$ cat config.mk
export PLATFORM = sky130hd
export DESIGN_NAME = frame_draw_sched
export DESIGN_NICKNAME = d
export VERILOG_FILES = /design/src/rtl/frame_draw_sched.sv
export SDC_FILE = /design/constraint.sdc
export NUM_CORES = 1
export LEC_CHECK = 0
export ABC_AREA = 1
export CAP_MARGIN = 20
export CORE_MARGIN = 10
export CORE_UTILIZATION = 50
export CTS_BUF_LIST = sky130_fd_sc_hd__clkbuf_8
export CTS_CLUSTER_DIAMETER = 100
export DETAILED_ROUTE_END_ITERATION = 10
export DONT_BUFFER_PORTS = 1
export PLACE_DENSITY = 0.67
export SYNTH_ARGS = -nofsm -noshare
export SYNTH_HDL_FRONTEND = slang
export SYNTH_SLANG_ARGS = --single-unit
$ cat constraint.sdc
create_clock -name clock -period 2.1 [get_ports clock]
set_input_delay 0.42 -clock clock [delete_from_list [all_inputs] [get_ports clock]]
set_output_delay 0.42 -clock clock [all_outputs]
set_load 0.02 [all_outputs]
$ cat src/rtl/frame_draw_sched.sv
// frame_draw_sched: full-frame draw scheduler for the 160x120 3-bit VGA path.
// Grants one image source per frame by round robin, scans it pixel by pixel,
// issues the shared ROM address and drives the vga_adapter x/y/colour/plot
// inputs after the ROM read latency.
// Optional build macro TRANSPARENT_KEY_EN adds a key_colour input; pixels
// matching it are scanned but not plotted.
module frame_draw_sched #(
  parameter int X_PIXELS = 160,
  parameter int Y_PIXELS = 120,
  parameter int NREQ     = 3,
  parameter int ROM_LAT  = 1
) (
  input  logic                clock,
  input  logic                reset,
  input  logic [NREQ-1:0]     req,
  input  logic [3*NREQ-1:0]   rom_q,
`ifdef TRANSPARENT_KEY_EN
  input  logic [2:0]          key_colour,
`endif
  output logic [14:0]         rom_addr,
  output logic [NREQ-1:0]     grant,
  output logic [7:0]          x,
  output logic [6:0]          y,
  output logic [2:0]          colour,
  output logic                plot,
  output logic                busy,
  output logic                done
);

  localparam logic [1:0] IDLE  = 2'd0;
  localparam logic [1:0] SCAN  = 2'd1;
  localparam logic [1:0] FLUSH = 2'd2;
  localparam logic [1:0] DONE  = 2'd3;

  logic [1:0]         state;
  logic [1:0]         rr_ptr;
  logic [1:0]         flush_cnt;
  logic [NREQ-1:0]    grant_nxt;
  logic [1:0]         ptr_nxt;
  int                 sel_idx;

  // stage p0: scan counters and the address they produce
  logic [7:0]         x_p0;
  logic [6:0]         y_p0;
  logic [14:0]        addr_p0;
  logic               vld_p0;

  // stage p1: coordinates delayed to line up with ROM data
  logic [7:0]         x_p1 [ROM_LAT];
  logic [6:0]         y_p1 [ROM_LAT];
  logic [ROM_LAT-1:0] vld_p1;

  logic [2:0]         pix;
  logic               pix_keep;

  assign rom_addr = addr_p0;
  assign vld_p0   = (state == SCAN);

  // Round-robin pick: scan from the pointer upward, nearest requester wins
  always_comb begin
    grant_nxt = '0;
    ptr_nxt   = rr_ptr;
    sel_idx   = 0;
    for (int k = NREQ - 1; k >= 0; k--) begin
      sel_idx = int'(rr_ptr) + k;
      if (sel_idx >= NREQ) sel_idx = sel_idx - NREQ;
      if (req[sel_idx]) begin
        grant_nxt          = '0;
        grant_nxt[sel_idx] = 1'b1;
        ptr_nxt            = (sel_idx == NREQ - 1) ? 2'd0 : 2'(sel_idx + 1);
      end
    end
  end

  // Frame control FSM: arbitration, raster scan counters and flush timing
  always_ff @(posedge clock) begin
    if (!reset) begin
      state     <= IDLE;
      rr_ptr    <= 2'd0;
      grant     <= '0;
      busy      <= 1'b0;
      flush_cnt <= 2'd0;
      x_p0      <= 8'd0;
      y_p0      <= 7'd0;
      addr_p0   <= 15'd0;
    end else begin
      case (state)
        IDLE: begin
          if (|req) begin
            grant   <= grant_nxt;
            rr_ptr  <= ptr_nxt;
            busy    <= 1'b1;
            x_p0    <= 8'd0;
            y_p0    <= 7'd0;
            addr_p0 <= 15'd0;
            state   <= SCAN;
          end
        end
        SCAN: begin
          addr_p0 <= addr_p0 + 15'd1;
          if (x_p0 == 8'(X_PIXELS - 1)) begin
            x_p0 <= 8'd0;
            if (y_p0 == 7'(Y_PIXELS - 1)) begin
              y_p0      <= 7'd0;
              addr_p0   <= 15'd0;
              flush_cnt <= 2'd0;
              state     <= FLUSH;
            end else begin
              y_p0 <= y_p0 + 7'd1;
            end
          end else begin
            x_p0 <= x_p0 + 8'd1;
          end
        end
        FLUSH: begin
          if (flush_cnt == 2'(ROM_LAT - 1)) state <= DONE;
          else flush_cnt <= flush_cnt + 2'd1;
        end
        default: begin
          grant <= '0;
          busy  <= 1'b0;
          state <= IDLE;
        end
      endcase
    end
  end

  // p0 -> p1: coordinate delay line matching the ROM read latency
  always_ff @(posedge clock) begin
    x_p1[0] <= x_p0;
    y_p1[0] <= y_p0;
    for (int i = 1; i < ROM_LAT; i++) begin
      x_p1[i] <= x_p1[i-1];
      y_p1[i] <= y_p1[i-1];
    end
  end

  // p0 -> p1: valid delay line, cleared on reset so no stale plots escape
  always_ff @(posedge clock) begin
    if (!reset) begin
      vld_p1 <= '0;
    end else begin
      vld_p1[0] <= vld_p0;
      for (int i = 1; i < ROM_LAT; i++) vld_p1[i] <= vld_p1[i-1];
    end
  end

  // Colour of the granted source from the shared ROM bus
  always_comb begin
    pix = 3'd0;
    for (int i = 0; i < NREQ; i++) begin
      if (grant[i]) pix = rom_q[3*i +: 3];
    end
  end

`ifdef TRANSPARENT_KEY_EN
  assign pix_keep = (pix != key_colour);
`else
  assign pix_keep = 1'b1;
`endif

  // p1 -> outputs: registered VGA drive and end-of-frame pulse
  always_ff @(posedge clock) begin
    if (!reset) begin
      plot   <= 1'b0;
      x      <= 8'd0;
      y      <= 7'd0;
      colour <= 3'd0;
      done   <= 1'b0;
    end else begin
      plot   <= vld_p1[ROM_LAT-1] && pix_keep;
      x      <= x_p1[ROM_LAT-1];
      y      <= y_p1[ROM_LAT-1];
      colour <= pix;
      done   <= (state == DONE);
    end
  end

endmodule

### Word level (Yosys, flattened, before mapping)

Memory sizes are Yosys's and may differ from the RTL's. A register that Yosys moved wholly into a read port is not among the register bits.
Cells that the tools add are included.

* bits in writable memories: 15
* flip-flop bits (word level): 46
* memories kept: 2
* logic and storage cells: 121
* input bits: 14

* multiplexer cells: 54
* eq/ne operators: 13
* reductions and logical operators: 18
* bitwise logic cells: 1
* $lt $le $gt $ge: 9
* $add $sub $neg: 12

Memories
* x_p1: words 1, width 8, rd ports 1, clocked after Yosys merged registers in 1, wr ports 1, line 49 `logic [7:0] x_p1 [ROM_LAT];`
* y_p1: words 1, width 7, rd ports 1, clocked after Yosys merged registers in 1, wr ports 1, line 50 `logic [6:0] y_p1 [ROM_LAT];`

Operators with widths (number)
* $eq A32 B3 Y1 const B: 3
* $ge A32 B1 Y1 const B: 3
* $lt A32 B4 Y1 const B: 3
* $mux W32: 3
* $mux W15: 3
* $pmux W15 S2: 1
* $mux W2: 13
* $mux W3: 7
* $mux W7: 3
* $mux W8: 2
* $pmux W8 S2: 1
* $add A15 B1 Y15 const B: 1
* $pmux W7 S2: 1
* $mux W1: 10
* $add A8 B1 Y8 const B: 1
* $eq A8 B8 Y1 const B: 1
* $reduce_and A4 Y1: 2
* $sub A3 B2 Y4 const B: 2
* $add A7 B1 Y7 const B: 1
* $eq A7 B7 Y1 const B: 1
* $add A2 B2 Y2 const B: 3
* $bmux W1 S2: 3
* $demux W1 S2: 3
* $ge A3 B2 Y1 const B: 2
* 23 further kinds: 34

### Logic depth before layout (Yosys ltp)

Gate-level depths: netlist of the first run.

* word-level depth: 12
* depth in mapped cells: 12
* gate-level depth less buffers: 12

### Least setup slack after synthesis of the first run

Ideal clock, no wire load.

* kind: register to register
* start: reg state[0]
* end: reg addr_p0[7], in the netlist rom_addr[7]
* data required time: 1.984 ns
* setup time: 0.116 ns
* stages on the path, launching flop included: 11
* clock period less this slack: 1.655 ns
* setup slack: 0.445 ns
* arrival: 1.540 ns
* path buffers: 1
* cells stage by stage: dfxtp_1 inv_1 ha_1 or2_1 nand2_2 buf_6 nand2_1 nor2_1 nand3_1 o21ai_0 nor2_1

* cells in the longest elaborated chain, start to end: 3
* elaborated cells on any way between the ends: 6

Ends and longest elaborated chain
* start, declared: line 35 `logic [1:0] state;`
* start signal, assigned: line 78 `state <= IDLE;`
* start signal, assigned: line 96 `state <= SCAN;`
* start signal, assigned: line 107 `state <= FLUSH;`
* $eq A2 B1 Y1 / $logic_not A2 Y1 (equally long branches): line 87 `case (state)`
* $reduce_bool A2 Y1 (no line) / $ne A2 B2 Y1 (equally long branches)
* $reduce_and A2 Y1 (no line)
* end signal, assigned: line 100 `addr_p0 <= addr_p0 + 15'd1;`
* end, declared: line 45 `logic [14:0] addr_p0;`

Several ways; a longest one is shown, not always the timed one.
A chain may end at the register's enable or synchronous reset.

### Worst setup path in the final report of the first run

* start: reg state[0]
* end: reg addr_p0[12], in the netlist rom_addr[12]

The elaborated chain is that of the path after synthesis.

==> results of run 1 <==
cells in the final DEF, fill, tap and decap left out, drive strengths merged, types with 2 or more instances in the layout:
cell,n
nand2,123
dfxtp,76
inv,71
nor2,53
nand3,35
a21oi,26
o21ai,17
ha,13
xor2,12
clkbuf,9
buf,8
nand4,7
nor3,6
or2,4
clkinvlp,2
clkinv,2
flip-flops by register name, summed over array words and instances (netlist names), 3 cells and up:
| register | flops |
|---|---|
| rom_addr | 15 |
| x_p0 | 8 |
| x | 8 |
| y | 7 |
| x_p1 | 8 |
| grant | 3 |
| y_p1 | 7 |
| y_p0 | 7 |
| colour | 3 |
power groups by stage:
stage	registers, mW	clock network, mW	logic (mW)
CTS	1.91	1.06	1.64
global placement	1.93	0	1.60
detailed placement	1.94	0	1.63
floorplan	1.91	0	1.28
global route	1.93	1.11	1.91
finish	1.90	1.02	1.64
metrics by stage:
stage	setup slack, ns	cells	hold slack [ns]
6_report	0.192	544	0.152
3_5_place_dp	0.201	528	0.374
5_1_grt	0.0103	544	0.144
2_1_floorplan	0.445	451	0.355
3_3_place_gp	0.281	528	0.371
4_1_cts	0.176	544	0.135
cell families after synthesis:
group                    after synthesis  synth area share
AO/OA/AOI/OAI                         46            0.0762
XOR/XNOR                              12            0.0317
adder cells (fa/ha/maj)               13            0.0490
buffers and inverters                 76            0.0905
flip-flops                            76             0.459
AND/OR/NAND/NOR                      228             0.294
worst min path at each step:
stage,start,endpoint,slack (ns),cells after the start
CTS,reset,x[1]$_SDFF_PN0_,0.13,2
detailed placement,x_p0[0]$_SDFFE_PN0P_,x_p1[0][0]$_DFF_P_,0.37,0
finish,reset,x[1]$_SDFF_PN0_,0.15,2
global placement,x_p0[4]$_SDFFE_PN0P_,x_p1[0][4]$_DFF_P_,0.37,0
global route,reset,x[1]$_SDFF_PN0_,0.14,2
floorplan,x_p0[0]$_SDFFE_PN0P_,x_p1[0][0]$_DFF_P_,0.36,0
critical path, stage by stage (launching register included):
cell and delay, ns:
dfxtp_1 0.41, inv_1 0.09, ha_1 0.21, or2_1 0.23, nand2_2 0.24, nand2_1 0.16, nor2_1 0.20, nand3_1 0.10
nand2_1 0.07, inv_1 0.04, nor2_1 0.08
repair_timing:
| action | CTS | global route |
|---|---|---|
| hold buffers | 0 | 0 |
| setup endpoints to repair | 0 | 2 |
| resized for setup | 0 | 1 |
final cells by class:
cell class | instances | area, µm²
repair buffers | 8 | 60.1
fillers | 616 | 2780
flip-flops and latches | 76 | 1520
clock buffers | 9 | 124
clock inverters | 7 | 57.6
multi-input cells | 299 | 1500
inverters | 68 | 255
well taps | 77 | 96.3
routing by layer:
metal,global-route usage,wire length [µm],vias up,share of wire
met4,0.0782,139,0,0.021
met3,0.0497,562,11,0.085
li1,-,-,1433,-
met2,0.212,3010,69,0.45
met1,0.152,2910,1182,0.44
met5,0,0,-,0
==> impl_metrics.json, run 1 <==
{
  "yosysUniqueCellTypes": 29,
  "diodes": 0,
  "ys_async_sr_fraction": 0,
  "p_clk_frac": 0.224,
  "end_kind": "register",
  "vias": 2695,
  "p_switching_mw": 1.90,
  "placed_area_mm2": 0.00343,
  "grt_pass1_wl_mm": 11.2,
  "routedWlPerCell_um": 12.2,
  "synth_seq_cells": 76,
  "grt_max_degree": 35,
  "drtPass1Iterations": 5,
  "drc_errors": 0,
  "rr_worst_depth": 10,
  "slew-limit-headroom": 0.745,
  "ant_nets": 0,
  "fin_crit_sh": 0.909,
  "yosys_warnings": 0,
  "cp_data_arrival_time_ns": 2.20,
  "hpwl_mm": 4.99,
  "first_global_vias": 2534,
  "cp-start-kind": "register",
  "period_minus_slack_ns": 1.91,
  "setup_violations": 0,
  "drt_wl_total_mm": 6.62,
  "pwr-share-comb": 0.360,
  "drv_cap": 0,
  "fmax_mhz": 524,
  "synth_enable_flop_cells": 0,
  "post_cts_buffers": 0,
  "gp_congestion": 0.900,
  "p_per_area_mw_per_mm2": 1260,
  "antenna_found_initial": 0,
  "syn_to_final_growth_pct": 8.83,
  "startpoint": "state[0]$_SDFFE_PN0P_",
  "path_max_fanout": 13,
  "port-buffer-count": 0,
  "ir_drop_uv": 673,
  "die_h_um": 101,
  "syn_area_mm2": 0.00332,
  "cp-endpoint": "rom_addr[12]$_SDFFE_PN0P_",
  "yosysMostFrequentCell": "nand2_1",
  "r2r-end": "rom_addr[12]$_SDFFE_PN0P_",
  "tightest_slew_ns": 0.382,
  "r2r_setup_slack_ns": 0.19,
  "cts_tree": "done",
  "netlist_instances": 451,
  "core_mm2": 0.00639,
  "cts.clk_slew.worst_paths_ns": 0.09,
  "yosysSeqAreaShare": 0.459,
  "die-area_mm2": 0.0103,
  "drive_above_1_share": 0.0792,
  "grt_overflow": 0,
  "swShare": 0.417,
  "p_int_mw": 2.66,
  "final_cell_area_mm2": 0.00361,
  "cts_sinks": 76,
  "nNetsFinal": 489,
  "slew_violations": 0,
  "synth_top_area_cell": "dfxtp_1",
  "required_ns": 2.40,
  "synth_top_area_frac": 0.459,
  "cts_buffers": 9,
  "max-clock-path-buffers": 2,
  "die_w_um": 101,
  "synth_commonest_cells": "118 x nand2_1, 76 x dfxtp_1, 65 x inv_1",
  "grt_util_all_layers": 0.134,
  "holdCritPathClass": "in2reg",
  "ys_top_cells_by_area": "dfxtp_1 46%, nand2_1 13%, inv_1 7.4%",
  "htree_num_levels": 3,
  "synth_flop_cell": "dfxtp_1",
  "cts_root_buf": "clkbuf_8",
  "rows": 29,
  "leakagePower_nw": 1.66,
  "start_util": 0.519,
  "rsz0062_at_grt": "no",
  "fin_skew_ns": 0.00942,
  "total_power_mw": 4.57,
  "hold_viol_final": 0,
  "vias_per_cell": 4.95,
  "status": "complete, no violations",
  "pwr-share-seq": 0.417,
  "critical_path_class": "reg2reg",
  "avgSynthCellArea_um2": 7.35,
  "worstSkewPairLatency_ns": 0.36,
  "tns_ns": 0,
  "post-route-util": 0.565,
  "ios": 53,
  "r2r-start": "state[0]$_SDFFE_PN0P_",
  "drt_iter0_markers": 94,
  "synth_nets": 478
}
Note: power is estimated with default switching activity, not from simulation.
==> inputs of run 2 (changes only) <==
--- a/config.mk
+++ b/config.mk
@@ -13,6 +13,7 @@
 export CTS_CLUSTER_DIAMETER = 100
 export DETAILED_ROUTE_END_ITERATION = 10
 export DONT_BUFFER_PORTS = 1
+export MAX_ROUTING_LAYER = met4
 export PLACE_DENSITY = 0.67
 export SYNTH_ARGS = -nofsm -noshare
 export SYNTH_HDL_FRONTEND = slang
==> run 2 against run 1 <==
Sequential power about the same. Worst hold slack about the same. Maximum frequency about the same. First-iteration DRC count up 11%. Critical path type unchanged. Die area unchanged.
==> impl_metrics.json, run 2 (same netlist as run 1, synthesis figures left out) <==
{
  "status": "complete, no violations",
  "diodes": 0,
  "hold_viol_final": 0,
  "cts_sinks": 76,
  "drive_above_1_share": 0.0792,
  "cts_root_buf": "clkbuf_8",
  "vias": 2705,
  "fillers": 616,
  "largest_reg_flops": 15,
  "drt_iter0_markers": 104,
  "cts.clk_slew.worst_paths_ns": 0.09,
  "final_cell_mix": "118 x nand2_1, 76 x dfxtp_1, 65 x inv_1",
  "start_util": 0.519,
  "port-buffer-count": 0,
  "worstSkewPairLatency_ns": 0.36,
  "end_kind": "register",
  "grt_overflow": 0,
  "grt_max_degree": 35,
  "period_minus_slack_ns": 1.91,
  "drv_cap": 0,
  "fin_crit_sh": 0.909,
  "drt_wl_total_mm": 6.63,
  "leakagePower_nw": 1.66,
  "cts_buffers": 9,
  "fmax_mhz": 524,
  "cts_hold_buffers": 0,
  "rsz0062_at_grt": "no",
  "grt_util_all_layers": 0.138,
  "cp-start-kind": "register",
  "die_w_um": 101,
  "path_max_fanout": 13,
  "grt_pass1_wl_mm": 11.2,
  "cts_tree": "done",
  "hold_ws_ns": 0.153,
  "fin_skew_ns": 0.00941,
  "antenna_found_initial": 0,
  "holdCritPathClass": "in2reg",
  "critical_path_class": "reg2reg",
  "max-clock-path-buffers": 2,
  "die-area_mm2": 0.0103,
  "drtPass1Iterations": 4,
  "ios": 53,
  "first_global_vias": 2533,
  "gp_congestion": 0.915,
  "routedWlPerCell_um": 12.2,
  "drc_errors": 0,
  "hpwl_mm": 4.99,
  "cp_data_arrival_time_ns": 2.20,
  "dp.cells": 528,
  "final_common_cell": "nand2_1",
  "slowest_stage": "dfxtp_1",
  "ant_nets": 0,
  "final_cells": 544,
  "slew-limit-headroom": 0.745,
  "rows": 29,
  "setup_violations": 0,
  "tightest_slew_ns": 0.382,
  "crit_chain": "inv_1 -> ha_1 -> or2_1 -> nand2_2 -> nand2_1 -> nor2_1 -> nand3_1 -> nand2_1 -> inv_1 -> nor2_1",
  "required_ns": 2.40,
  "post_cts_buffers": 0,
  "tns_ns": 0,
  "die_h_um": 101,
  "vias_per_cell": 4.97,
  "ir_drop_uv": 673,
  "syn_to_final_growth_pct": 8.83,
  "ctsResizeCount": 0,
  "critical-path-max-stage-delay_ns": 0.41,
  "total_power_mw": 4.57,
  "p_per_area_mw_per_mm2": 1260,
  "htree_num_levels": 3,
  "core_mm2": 0.00639,
  "nNetsFinal": 489,
  "slew_violations": 0
}
-- run 2: cell counts in the layout (fill, tap and decap cells not counted) --
Identical to the previous run, type by type.
-- run 2: final cells by class --
| type | instances | area, µm² | area share |
|---|---|---|---|
| Sequential cell | 76 | 1520 | 0.421 |
| Multi-Input combinational cell | 299 | 1500 | 0.414 |
| Inverter | 68 | 255 | 0.0707 |
| Clock buffer | 9 | 124 | 0.0343 |
| Tap cell | 77 | 96.3 | 0.0267 |
| Timing Repair Buffer | 8 | 60.1 | 0.0166 |
| Clock inverter | 7 | 57.6 | 0.0159 |
-- run 2: worst paths after layout --
check / startpoint / to / slack, ns / cells past startpoint
max: state[0]$_SDFFE_PN0P_ / rom_addr[12]$_SDFFE_PN0P_ / 0.19 / 10
min reg2reg: x_p0[0]$_SDFFE_PN0P_ / x_p1[0][0]$_DFF_P_ / 0.38 / 0
min: reset / x[1]$_SDFF_PN0_ / 0.15 / 2
max reg2reg: state[0]$_SDFFE_PN0P_ / rom_addr[12]$_SDFFE_PN0P_ / 0.19 / 10
-- run 2: worst max-delay path: cells and delay by family (launching register included) --
family	cells	cell delay, ns
buffers and inverters	2	0.13
adder cells (fa/ha/maj)	1	0.21
flip-flops	1	0.41
AND/OR/NAND/NOR	7	1.08
-- run 2: where the power goes --
| group | switching, mW | internal [mW] | leakage, nW |
|---|---|---|---|
| logic | 1.07 | 0.576 | 0.951 |
| registers | 0.262 | 1.64 | 0.616 |
| clock network | 0.575 | 0.446 | 0.0886 |
| total | 1.90 | 2.66 | 1.66 |
-- run 2: through the flow --
stage / util / cell area, µm² / setup WS (ns)
after detailed placement: 0.537 / 3430 / 0.201
final: 0.565 / 3610 / 0.192
after global routing: 0.565 / 3610 / 0.0103
after CTS: 0.565 / 3610 / 0.176
after global placement: 0.537 / 3430 / 0.281
after floorplan: - / 3320 / 0.445
-- run 2: metal layers --
layer / track usage / wire [µm] / share of wire / vias up
met5: - / 0 / 0 / -
met4: 0.0782 / 139 / 0.021 / 0
met3: 0.0483 / 567 / 0.085 / 11
met2: 0.212 / 3010 / 0.45 / 73
met1: 0.153 / 2910 / 0.44 / 1188
li1: - / - / - / 1433
==> inputs of run 3 (changes only) <==
==> constraint.sdc (replaced) <==
create_clock -name clock -period 2.1 [get_ports clock]
set_input_delay 0.42 -clock clock [delete_from_list [all_inputs] [get_ports clock]]
set_output_delay 0.42 -clock clock [all_outputs]
set_load 0.01 [all_outputs]
==> run 3 against run 2 <==
Critical path depth unchanged. Clock skew increased by 0.00071 ns. Maximum frequency increased by 0.92%. First-iteration DRC count increased by 39%. Clock power increased by 19%. Non-clock buffer count decreased by 2. Wire length decreased by 2.1%. Via count decreased by 1.2%. Critical path type unchanged. Critical endpoint unchanged.
==> impl_metrics.json, run 3 (same netlist as run 1, synthesis figures left out) <==
{
  "setup_violations": 0,
  "core_mm2": 0.00639,
  "cts_buffers": 9,
  "slew-limit-headroom": 0.769,
  "diodes": 0,
  "drtPass1Iterations": 4,
  "required_ns": 2.39,
  "largest_reg_flops": 15,
  "ios": 53,
  "p_per_area_mw_per_mm2": 1290,
  "tightest_slew_ns": 0.345,
  "drt_wl_total_mm": 6.50,
  "cts.clk_slew.worst_paths_ns": 0.08,
  "drc_errors": 0,
  "post-route-util": 0.569,
  "start_util": 0.519,
  "path_max_fanout": 13,
  "fin_crit_sh": 0.900,
  "cp-start-kind": "register",
  "vias_per_cell": 4.93,
  "drt_iter0_markers": 145,
  "gp_congestion": 0.911,
  "htree_num_levels": 3,
  "hold_viol_final": 0,
  "drive_above_1_share": 0.0731,
  "drv_cap": 0,
  "final_cell_mix": "118 x nand2_1, 76 x dfxtp_1, 66 x inv_1",
  "die_w_um": 101,
  "ctsResizeCount": 0,
  "routedWlPerCell_um": 12.0,
  "hpwl_mm": 4.94,
  "antenna_found_initial": 0,
  "grt_pass1_wl_mm": 11.1,
  "first_global_vias": 2467,
  "tns_ns": 0,
  "leakagePower_nw": 1.67,
  "period_minus_slack_ns": 1.89,
  "grt_overflow": 0,
  "cts_sinks": 76,
  "max-clock-path-buffers": 2,
  "die-area_mm2": 0.0103,
  "fin_skew_ns": 0.0101,
  "ir_drop_uv": 781,
  "cts_root_buf": "clkbuf_8",
  "fillers": 596,
  "rsz0062_at_grt": "no",
  "critical_path_class": "reg2reg",
  "slew_violations": 0,
  "holdCritPathClass": "in2reg",
  "die_h_um": 101,
  "cts_hold_buffers": 0,
  "final_common_cell": "nand2_1",
  "syn_to_final_growth_pct": 9.62,
  "worstSkewPairLatency_ns": 0.35,
  "fmax_mhz": 529,
  "end_kind": "register",
  "grt_util_all_layers": 0.136,
  "nNetsFinal": 487,
  "cts_tree": "done",
  "grt_max_degree": 35,
  "post_cts_buffers": 0,
  "ant_nets": 0,
  "cp_data_arrival_time_ns": 2.18,
  "vias": 2673,
  "port-buffer-count": 0,
  "rows": 29,
  "status": "complete, no violations"
}
run 3: layer usage:
metal | up-vias | part of all wire | GRT usage | wire length (µm)
met5 | - | 0 | - | 0
met1 | 1178 | 0.45 | 0.154 | 2910
li1 | 1419 | - | - | -
met3 | 11 | 0.078 | 0.0483 | 509
met2 | 65 | 0.45 | 0.209 | 2950
met4 | 0 | 0.018 | 0.0622 | 118
run 3: per-stage QoR:
stage / setup slack [ns] / total power [mW] / area, µm² / cells / hold slack, ns
2_1_floorplan: 0.450 / 3.11 / 3320 / 451 / 0.355
3_3_place_gp: 0.284 / 3.45 / 3410 / 526 / 0.371
3_5_place_dp: 0.206 / 3.49 / 3410 / 526 / 0.374
4_1_cts: 0.184 / 4.72 / 3640 / 542 / 0.149
5_1_grt: 0.0185 / 5.08 / 3640 / 542 / 0.164
6_report: 0.209 / 4.68 / 3640 / 542 / 0.166
run 3: final cells by class:
class,count,area [µm²],share of cell area
repair buffers,6,45.0,0.0124
multi-input cells,299,1500,0.411
clock buffers,9,124,0.0341
clock inverters,7,98.8,0.0272
inverters,68,255,0.0702
well taps,77,96.3,0.0265
flip-flops and latches,76,1520,0.418
run 3: power by group:
group | switching (mW) | leakage, nW | internal (mW)
Clock | 0.537 | 0.116 | 0.677
Combinational | 1.05 | 0.940 | 0.566
Sequential | 0.209 | 0.616 | 1.64
run 3: critical path, cell delays in order, from the launching register on:
cell and delay, ns:
dfxtp_1 0.42, inv_1 0.09, ha_1 0.21, or2_1 0.23
nand2_2 0.24, nand2_1 0.16, nor2_1 0.18, nand3_1 0.10
nand2_1 0.07, inv_1 0.04, nor2_1 0.09
run 3: final timing paths:
kind              slack [ns]             startpoint  depth (start not counted)                         to
setup / recovery        0.21  state[0]$_SDFFE_PN0P_                         10  rom_addr[12]$_SDFFE_PN0P_
setup reg to reg        0.21  state[0]$_SDFFE_PN0P_                         10  rom_addr[12]$_SDFFE_PN0P_
hold / removal          0.17                  reset                          2            x[1]$_SDFF_PN0_
hold reg to reg         0.38   x_p0[0]$_SDFFE_PN0P_                          0         x_p1[0][0]$_DFF_P_
